**src/rtl/pipe_stage_reg_pkg.sv**
```systemverilog
// pipe_pkg: shared types and widths for the CPU pipeline stage registers.
//   EX_MEM_DATA_W / EX_MEM_CTRL_W : default widths of the EX/MEM boundary
//   ex_mem_ctrl_t                 : write-enable style control bits (zeroed on bubble)
//   ex_mem_data_t                 : non-control EX/MEM payload
//   pipe_state_e                  : occupancy state of a stage register
package pipe_pkg;

  localparam int EX_MEM_DATA_W = 133;
  localparam int EX_MEM_CTRL_W = 4;

  typedef struct packed {
    logic       reg_write;
    logic [1:0] write_src;
    logic       mem_write;
  } ex_mem_ctrl_t;

  typedef struct packed {
    logic [31:0] alu_out;
    logic [31:0] imm_op;
    logic [31:0] pc_plus4;
    logic [31:0] reg_op2;
    logic [4:0]  rd;
  } ex_mem_data_t;

  typedef enum logic [1:0] {
    EMPTY = 2'd0,
    FULL  = 2'd1,
    SKID  = 2'd2
  } pipe_state_e;

endpackage

```
**src/rtl/pipe_stage_reg_if.sv**
```systemverilog
// pipe_stage_reg_if: valid/ready beat bus between two pipeline stages.
//   valid : beat valid (producer -> consumer)
//   ready : consumer can take the beat (consumer -> producer)
//   data  : non-control payload, DATA_W bits
//   ctrl  : control bits, CTRL_W bits
// Modports: master = producer side, slave = consumer side.
interface pipe_stage_reg_if
  import pipe_pkg::*;
#(
  parameter int DATA_W = EX_MEM_DATA_W,
  parameter int CTRL_W = EX_MEM_CTRL_W
);
  logic              valid;
  logic              ready;
  logic [DATA_W-1:0] data;
  logic [CTRL_W-1:0] ctrl;

  modport master (output valid, output data, output ctrl, input ready);
  modport slave  (input valid, input data, input ctrl, output ready);
endinterface

```
**src/rtl/pipe_stage_reg_slot.sv**
```systemverilog
// pipe_slot: one beat of storage -- a valid bit plus data/ctrl payload.
//   clk_i, rst_ni : clock, async active-low reset (clears valid and payload)
//   load_i        : capture data_i/ctrl_i and set valid
//   clr_i         : drop valid only; payload is kept (wins over load_i)
//   vld_o/data_o/ctrl_o : stored beat
module pipe_slot #(
  parameter int DATA_W = 8,
  parameter int CTRL_W = 4
) (
  input  logic              clk_i,
  input  logic              rst_ni,
  input  logic              load_i,
  input  logic              clr_i,
  input  logic [DATA_W-1:0] data_i,
  input  logic [CTRL_W-1:0] ctrl_i,
  output logic              vld_o,
  output logic [DATA_W-1:0] data_o,
  output logic [CTRL_W-1:0] ctrl_o
);

  always_ff @(posedge clk_i or negedge rst_ni) begin
    if (!rst_ni) begin
      vld_o  <= 1'b0;
      data_o <= '0;
      ctrl_o <= '0;
    end else if (clr_i) begin
      vld_o  <= 1'b0;
    end else if (load_i) begin
      vld_o  <= 1'b1;
      data_o <= data_i;
      ctrl_o <= ctrl_i;
    end
  end

endmodule

```
**src/rtl/pipe_stage_reg.sv**
```systemverilog
// pipe_stage_reg: pipeline stage register with valid/ready handshake,
// synchronous flush and optional skid buffer (macro PIPE_SKID_EN).
//   clk_i   : clock, all updates on posedge
//   rst_ni  : async active-low reset
//   flush_i : kill all held beats at this edge; an incoming beat is dropped,
//             an emit in the same cycle still completes
//   up      : upstream beat bus (slave): valid_i/ready_o/data_i/ctrl_i
//   dn      : downstream beat bus (master): valid_o/ready_i/data_o/ctrl_o
// ctrl_o is forced to zero whenever valid_o is low so a bubble never carries
// write enables. data_o holds its last value when empty.
// PIPE_SKID_EN defined  : second slot, ready_o comes straight from a flop.
// PIPE_SKID_EN undefined: single slot, ready_o = !valid_o || ready_i.
module pipe_stage_reg
  import pipe_pkg::*;
#(
  parameter int DATA_W = EX_MEM_DATA_W,
  parameter int CTRL_W = EX_MEM_CTRL_W
) (
  input  logic             clk_i,
  input  logic             rst_ni,
  input  logic             flush_i,
  pipe_stage_reg_if.slave  up,
  pipe_stage_reg_if.master dn
);

  pipe_state_e state_q, state_d;

  logic              out_load, out_clr;
  logic              out_vld;
  logic [DATA_W-1:0] out_data, out_data_d;
  logic [CTRL_W-1:0] out_ctrl, out_ctrl_d;
  logic              accept, emit;

  assign accept = up.valid && up.ready;
  assign emit   = out_vld && dn.ready;

`ifdef PIPE_SKID_EN
  logic              skid_load, skid_clr, out_from_skid;
  logic              skid_vld;
  logic [DATA_W-1:0] skid_data;
  logic [CTRL_W-1:0] skid_ctrl;

  // Registered ready: only the skid flop decides, so no ready_i -> ready_o path.
  assign up.ready   = !skid_vld;
  assign out_data_d = out_from_skid ? skid_data : up.data;
  assign out_ctrl_d = out_from_skid ? skid_ctrl : up.ctrl;

  pipe_slot #(.DATA_W(DATA_W), .CTRL_W(CTRL_W)) u_skid (
    .clk_i  (clk_i),
    .rst_ni (rst_ni),
    .load_i (skid_load),
    .clr_i  (skid_clr),
    .data_i (up.data),
    .ctrl_i (up.ctrl),
    .vld_o  (skid_vld),
    .data_o (skid_data),
    .ctrl_o (skid_ctrl)
  );
`else
  assign up.ready   = !out_vld || dn.ready;
  assign out_data_d = up.data;
  assign out_ctrl_d = up.ctrl;
`endif

  pipe_slot #(.DATA_W(DATA_W), .CTRL_W(CTRL_W)) u_out (
    .clk_i  (clk_i),
    .rst_ni (rst_ni),
    .load_i (out_load),
    .clr_i  (out_clr),
    .data_i (out_data_d),
    .ctrl_i (out_ctrl_d),
    .vld_o  (out_vld),
    .data_o (out_data),
    .ctrl_o (out_ctrl)
  );

  always_ff @(posedge clk_i or negedge rst_ni) begin
    if (!rst_ni) state_q <= EMPTY;
    else         state_q <= state_d;
  end

  always_comb begin
    state_d  = state_q;
    out_load = 1'b0;
    out_clr  = 1'b0;
`ifdef PIPE_SKID_EN
    skid_load     = 1'b0;
    skid_clr      = 1'b0;
    out_from_skid = 1'b0;
`endif
    case (state_q)
      EMPTY: begin
        if (accept) begin
          out_load = 1'b1;
          state_d  = FULL;
        end
      end
      FULL: begin
        if (emit && accept) begin
          out_load = 1'b1;
        end else if (emit) begin
          out_clr = 1'b1;
          state_d = EMPTY;
        end
`ifdef PIPE_SKID_EN
        else if (accept) begin
          // Downstream stalled: park the new beat behind the output slot.
          skid_load = 1'b1;
          state_d   = SKID;
        end
`endif
      end
`ifdef PIPE_SKID_EN
      SKID: begin
        if (emit) begin
          out_load      = 1'b1;
          out_from_skid = 1'b1;
          skid_clr      = 1'b1;
          state_d       = FULL;
        end
      end
`endif
      default: state_d = EMPTY;
    endcase

    // Flush overrides everything: no loads, both slots invalidated.
    if (flush_i) begin
      state_d  = EMPTY;
      out_load = 1'b0;
      out_clr  = 1'b1;
`ifdef PIPE_SKID_EN
      skid_load = 1'b0;
      skid_clr  = 1'b1;
`endif
    end
  end

  assign dn.valid = out_vld;
  assign dn.data  = out_data;
  assign dn.ctrl  = out_vld ? out_ctrl : '0;

endmodule

```
**src/flat_wrapper.sv**
```systemverilog
// flat-port wrapper written by rule: the top's interface ports become plain ports
module pipe_stage_reg_flat import pipe_pkg::*;
#(
  parameter int DATA_W = EX_MEM_DATA_W,
  parameter int CTRL_W = EX_MEM_CTRL_W
)
  (clk_i, rst_ni, flush_i, up_valid, up_data, up_ctrl, up_ready, dn_valid, dn_data, dn_ctrl, dn_ready);
  pipe_stage_reg_if #(.DATA_W(DATA_W), .CTRL_W(CTRL_W)) up_i ();
  pipe_stage_reg_if #(.DATA_W(DATA_W), .CTRL_W(CTRL_W)) dn_i ();
  input  logic clk_i;
  input  logic rst_ni;
  input  logic flush_i;
  input wire logic [$bits(up_i.valid)-1:0] up_valid;
  input wire logic [$bits(up_i.data)-1:0] up_data;
  input wire logic [$bits(up_i.ctrl)-1:0] up_ctrl;
  output wire logic [$bits(up_i.ready)-1:0] up_ready;
  output wire logic [$bits(dn_i.valid)-1:0] dn_valid;
  output wire logic [$bits(dn_i.data)-1:0] dn_data;
  output wire logic [$bits(dn_i.ctrl)-1:0] dn_ctrl;
  input wire logic [$bits(dn_i.ready)-1:0] dn_ready;
  assign up_i.valid = up_valid;
  assign up_i.data = up_data;
  assign up_i.ctrl = up_ctrl;
  assign up_ready = up_i.ready;
  assign dn_valid = dn_i.valid;
  assign dn_data = dn_i.data;
  assign dn_ctrl = dn_i.ctrl;
  assign dn_i.ready = dn_ready;
  pipe_stage_reg #(.DATA_W(DATA_W), .CTRL_W(CTRL_W)) u_core (.clk_i(clk_i), .rst_ni(rst_ni), .flush_i(flush_i), .up(up_i), .dn(dn_i));
endmodule
```
**config.mk**
```make
export PLATFORM = sky130hd
export DESIGN_NAME = pipe_stage_reg_flat
export DESIGN_NICKNAME = d
export VERILOG_FILES = /design/src/rtl/pipe_stage_reg_pkg.sv /design/src/rtl/pipe_stage_reg_if.sv /design/src/rtl/pipe_stage_reg_slot.sv /design/src/rtl/pipe_stage_reg.sv /design/src/flat_wrapper.sv
export SDC_FILE = /design/constraint.sdc
export NUM_CORES = 1
export LEC_CHECK = 0
export BUFFER_PORTS_ARGS = -buffer_cell sky130_fd_sc_hd__buf_4
export CORE_ASPECT_RATIO = 0.7
export CORE_MARGIN = 2
export CORE_UTILIZATION = 48
export CTS_CLUSTER_DIAMETER = 120
export DETAILED_ROUTE_END_ITERATION = 12
export GPL_TIMING_DRIVEN = 0
export HOLD_SLACK_MARGIN = 0.02
export PLACE_DENSITY = 0.85
export SYNTH_ARGS = -nofsm -noshare
export SYNTH_HDL_FRONTEND = slang
export SYNTH_SLANG_ARGS = --single-unit
export TNS_END_PERCENT = 1
```
**constraint.sdc**
```tcl
create_clock -name clk_i -period 3.72 [get_ports clk_i]
set_input_delay 0.372 -clock clk_i [delete_from_list [all_inputs] [get_ports clk_i]]
set_output_delay 0.372 -clock clk_i [all_outputs]
set_load 0.02 [all_outputs]
```
# Word-level counts from Yosys, hierarchy flattened
# Index checks and enable logic that the tools add are counted.
[totals]
output_inout_bits = 139
register_bits = 140
[op_classes]
eq_ne = 4
reduce_logical = 9
bitwise_logic = 1
n_mux = 16
[ops]
columns = ["cell", "count"]
rows = [
  ["$mux 1", 9],
  ["$mux 2", 4],
  ["$ne 3x2->1 const B", 2],
  ["$mux 4", 1],
  ["$pmux 2 s2", 1],
  ["$logic_and 1x1->1", 3],
  ["$ne 3x3->1 const B", 1],
  ["$reduce_and 3->1", 1],
  ["$eq 2x1->1 const B", 1],
  ["$logic_not 2->1", 1],
  ["$pmux 1 s2", 1],
  ["$reduce_and 2->1", 1],
  ["$reduce_bool 2->1", 1],
  ["$logic_not 1->1", 1],
  ["$logic_or 1x1->1", 1],
  ["$not 1->1", 1],
]

# Longest topological paths before layout
[depth]
word_depth = 9
ltp_mapped = 5

# By module
# A second synthesis with hierarchy kept.
[hier_totals]
hier_cells = 306
hier_area_um2 = 5926.9
[modules_own_cells]
columns = ["module", "instances", "cells_per_inst", "area_per_inst_um2"]
rows = [
  ["pipe_slot", 1, 293, 5796.8],
  ["pipe_stage_reg", 1, 13, 130.1],
]

# Worst setup path after synthesis
# Ideal clock, no wire load.
[synth_timing]
path_kind = "reg-to-reg"
from = "register u_core.u_out.vld_o"
to = "register u_core.u_out.ctrl_o[0]"
path_slack_ns = 1.930
t_arrival_ns = 1.662
required_ns = 3.592
period_less_slack_ns = 1.790
stages_incl_launch_ff = 5
cell_sequence = "dfrtp_1 > a2111oi_2 > buf_2 > buf_4 > mux2_1"
[synth_via]
elab_chain_cells = 9
[synth_rtl]
columns = ["item", "line_no", "source"]
rows = [
  ["start, declared", "pipe_stage_reg_slot.sv:16", "output logic vld_o,"],
  ["start signal, assigned", "pipe_stage_reg_slot.sv:23", "vld_o <= 1'b0;"],
  ["start signal, assigned", "pipe_stage_reg_slot.sv:27", "vld_o <= 1'b0;"],
  ["start signal, assigned", "pipe_stage_reg_slot.sv:29", "vld_o <= 1'b1;"],
  ["$logic_not 1->1", "pipe_stage_reg.sv:60", "assign up.ready = !out_vld || dn.ready;"],
  ["$logic_or 1x1->1", "pipe_stage_reg.sv:60", ""],
  ["$logic_and 1x1->1", "pipe_stage_reg.sv:34", "assign accept = up.valid && up.ready;"],
  ["$logic_and 1x1->1", "pipe_stage_reg.sv:99", "if (emit && accept) begin"],
  ["$mux 1", "pipe_stage_reg.sv:99", ""],
  ["$mux 1", "pipe_stage_reg.sv:91", "case (state_q)"],
  ["$mux 1", "pipe_stage_reg.sv:127", "if (flush_i) begin"],
  ["$not 1->1 (no source line)", "--", ""],
  ["$reduce_and 2->1 (no source line) *", "--", ""],
  ["end signal, assigned", "pipe_stage_reg_slot.sv:31", "ctrl_o <= ctrl_i;"],
  ["end, declared", "pipe_stage_reg_slot.sv:18", "output logic [CTRL_W-1:0] ctrl_o"],
]
# Mark *: on every way between the ends. The rest lies on a longest branch, timed or not.
# A chain may end at the register's enable or synchronous reset.

# Worst setup path in the final report
[layout_timing]
from = "register u_core.u_out.vld_o"
to = "register u_core.u_out.data_o[40]"
[layout_via]
elab_chain_cells = 9
[layout_rtl]
columns = ["item", "line_no", "source"]
rows = [
  ["$logic_not 1->1", "pipe_stage_reg.sv:60", ""],
  ["$logic_or 1x1->1", "pipe_stage_reg.sv:60", ""],
  ["$logic_and 1x1->1", "pipe_stage_reg.sv:34", ""],
  ["$logic_and 1x1->1", "pipe_stage_reg.sv:99", ""],
  ["$mux 1", "pipe_stage_reg.sv:99", ""],
  ["$mux 1", "pipe_stage_reg.sv:91", ""],
  ["$mux 1", "pipe_stage_reg.sv:127", ""],
  ["$not 1->1 (no source line)", "--", ""],
  ["$reduce_and 2->1 (no source line) *", "--", ""],
  ["end signal, assigned", "pipe_stage_reg_slot.sv:30", "data_o <= data_i;"],
  ["end, declared", "pipe_stage_reg_slot.sv:17", "output logic [DATA_W-1:0] data_o,"],
]
# Marks and branches as above.

==> impl_metrics.toml <==
[setup_path]
cp-end-kind = "flip-flop"
cp_data_arrival_time_ps = 2320
crit_type = "flip-flop to flip-flop"
critPathSlowestCell = "dfrtp_1"
cpPeakStageDelay_ps = 500
path_max_fanout = 11
cp.required_ps = 4010
start_kind = "flip-flop"
path_cells = "a2111oi_2 -> buf_2 -> buf_4 -> mux2_1"

[synthesis]
synthArstFlopShare = 1.00
synth_cell_types = 15
synth_top_area_frac = 0.666
synth_area_mm2 = 0.00522
synth.avg_cell_area_um2 = 17.1
synth_edf_count = 0
yosysTopAreaCell = "dfrtp_1"
yosysSeqAreaShare = 0.666
synth.ff_latch_count = 139
synth_common_cells = "139 x dfrtp_1, 100 x mux2_1, 37 x mux2_2"
yosysMostFrequentCell = "dfrtp_1"
synth_area_leaders = "dfrtp_1 67%, mux2_1 22%, mux2_2 8.0%, buf_4 2.0%, and2_1 0.48%"
synth_cells = 305
ys.flop_type = "dfrtp_1"
yosys_warnings = 0
synth_fp_nets = 447

[timing]
finalClockSkew_ps = 5.29
finalMaxSlewViolations = 0
grt_setup_unrepaired = "no"
period_needed_ps = 2030
setup_viol = 0
relSlewSlack = 0.676
worstMarginPinSlew_ps = 487
min_period_over_period = 0.547
max_freq_mhz = 491
final_hold_viol_count = 0
setup-tns-final_ps = 0

[routing]
vias_per_cell = 4.96
drc_errors = 0
route.final.wire_length_um = 14100
drt_pre_antenna_iters = 4
ant_nets = 0
vias = 3723
drtIter0Drc = 139
post_drt_wl_per_cell_um = 18.7

[clock_network]
clock_latency_ps = 410
cts_tree = "done"
clock_path_buffers = 2
path_clk_slew_ps = 60
cts_inserted_buffers = 17
htree_levels = 4
post-cts-setup-buffers = 0
cts_sinks = 139
cts_root_buf = "clkbuf_16"

[layout]
antenna_cells = 0
instances_no_fill = 751
drive_gt1_frac = 0.590
nets = 748
area_delta_synth_final_pct = 55.9

[die]
rows = 31
die_h_um = 91.3
io_pins = 281
fp.coreArea_mm2 = 0.0105
initial_core_util = 0.499
dieArea_mm2 = 0.0117
dieWidth_um = 129

[global_route]
grt_max_degree = 89
first_global_vias = 4079
grt_pass1_wl_um = 21800
grtUsageTotal = 0.249
grt_overflow = 0
antenna_found_initial = 0

[placement]
place_inst = 718
dp_hpwl_um = 10400
port-buffer-count = 280
place_congestion = 0.795

[pwr]
ir_worst_vdd_mv = 0.401
p_leak_nw = 3.95
cellPowerDensity_mw_per_mm2 = 646

[worst_hold_path]
min_path_type = "input pin to flip-flop"

[job]
drv_cap = 0

[status]
status = "finished clean"
-- cell type report --
class                      instances  area [um2]
clock buffer                      19         443
timing repair buffer             282        2140
multi-input combinational        149        1630
tap                              132         165
buffer                            15         110
clock inverter                    13         169
inverter                           2        7.51
fill                             655        2330
sequential                       139        3480
-- timing repair --
item                                   4_1_cts  5_1_grt
endpoints found under the hold margin       51        0
gates resized for setup                      0        0
hold buffers                                 1        0
-- registers in the layout, indices dropped and copies added (netlist names) --
register / flops
u_core.u_out.data_o: 133
u_core.u_out.vld_o: 1
u_core.u_out.ctrl_o: 4
u_core.state_q: 1
-- cell usage in the layout, fill, tap and decap left out, types with 2 or more instances in the layout --
cell type	netlist	routed
buf_4	14	293
dfrtp_1	139	139
mux2_1	100	100
mux2_2	37	37
clkbuf_16	0	17
and2_1	4	4
clkinv_4	0	4
clkinvlp_4	0	4
bufinv_16	0	3
inv_1	2	2
-- path summary, 6_finish.rpt --
kind                            depth (start not counted)                                  end  slack [ps]                           startpoint
worst max-delay path                                    4  u_core.u_out.data_o[40]$_DFFE_PN0P_        1690       u_core.u_out.vld_o$_DFFE_PN0P_
worst min-delay path                                    2       u_core.u_out.vld_o$_DFFE_PN0P_         150                              flush_i
worst max register to register                          4  u_core.u_out.data_o[40]$_DFFE_PN0P_        1690       u_core.u_out.vld_o$_DFFE_PN0P_
worst min register to register                          1  u_core.u_out.data_o[59]$_DFFE_PN0P_         490  u_core.u_out.data_o[59]$_DFFE_PN0P_
max in group asynchronous                               3  u_core.u_out.data_o[64]$_DFFE_PN0P_        2440                               rst_ni
min in group asynchronous                               2  u_core.u_out.data_o[76]$_DFFE_PN0P_         480                               rst_ni
-- cells by family (layout without fill, tap and decap cells) --
family | Yosys count | in the layout | synth area share
buf+inv | 17 | 331 | 0.0225
flops | 139 | 139 | 0.666
compound gates | 5 | 5 | 0.00791
mux | 137 | 137 | 0.295
simple gates | 7 | 7 | 0.00791
-- critical path: cells and delay by family (launching register included) --
kind	cells	cell delay [ps]
AO/OA/AOI/OAI	1	440
buffers and inverters	2	620
flip-flops	1	500
multiplexers	1	360
-- per-layer routing --
metal | share of wire | global-route usage | up-vias | wire length, um
met4 | 0.022 | 0.0906 | 0 | 311
met3 | 0.088 | 0.0949 | 24 | 1230
met1 | 0.35 | 0.254 | 1851 | 4890
li1 | - | - | 1687 | -
met2 | 0.54 | 0.459 | 161 | 7630
met5 | 0 | 0 | - | 0
-- per-stage QoR --
stage / setup WS [ps] / util / cell area [um2] / hold WS (ps) / total power, mW
final: 1690 / 0.777 / 8140 / 148 / 5.26
after detailed placement: 1700 / 0.718 / 7520 / 351 / 3.57
after floorplan: 1930 / - / 5220 / 76.4 / 2.75
after global routing: 1550 / 0.777 / 8140 / 134 / 5.49
after CTS: 1670 / 0.777 / 8140 / 131 / 5.32
after global placement: 1770 / 0.715 / 7490 / 447 / 3.50
-- power by group --
group | switching, mW | internal (mW)
sequential | 0.185 | 1.85
combinational | 0.767 | 0.729
clock | 0.653 | 1.08
Note: power is estimated with default switching activity, not from simulation.
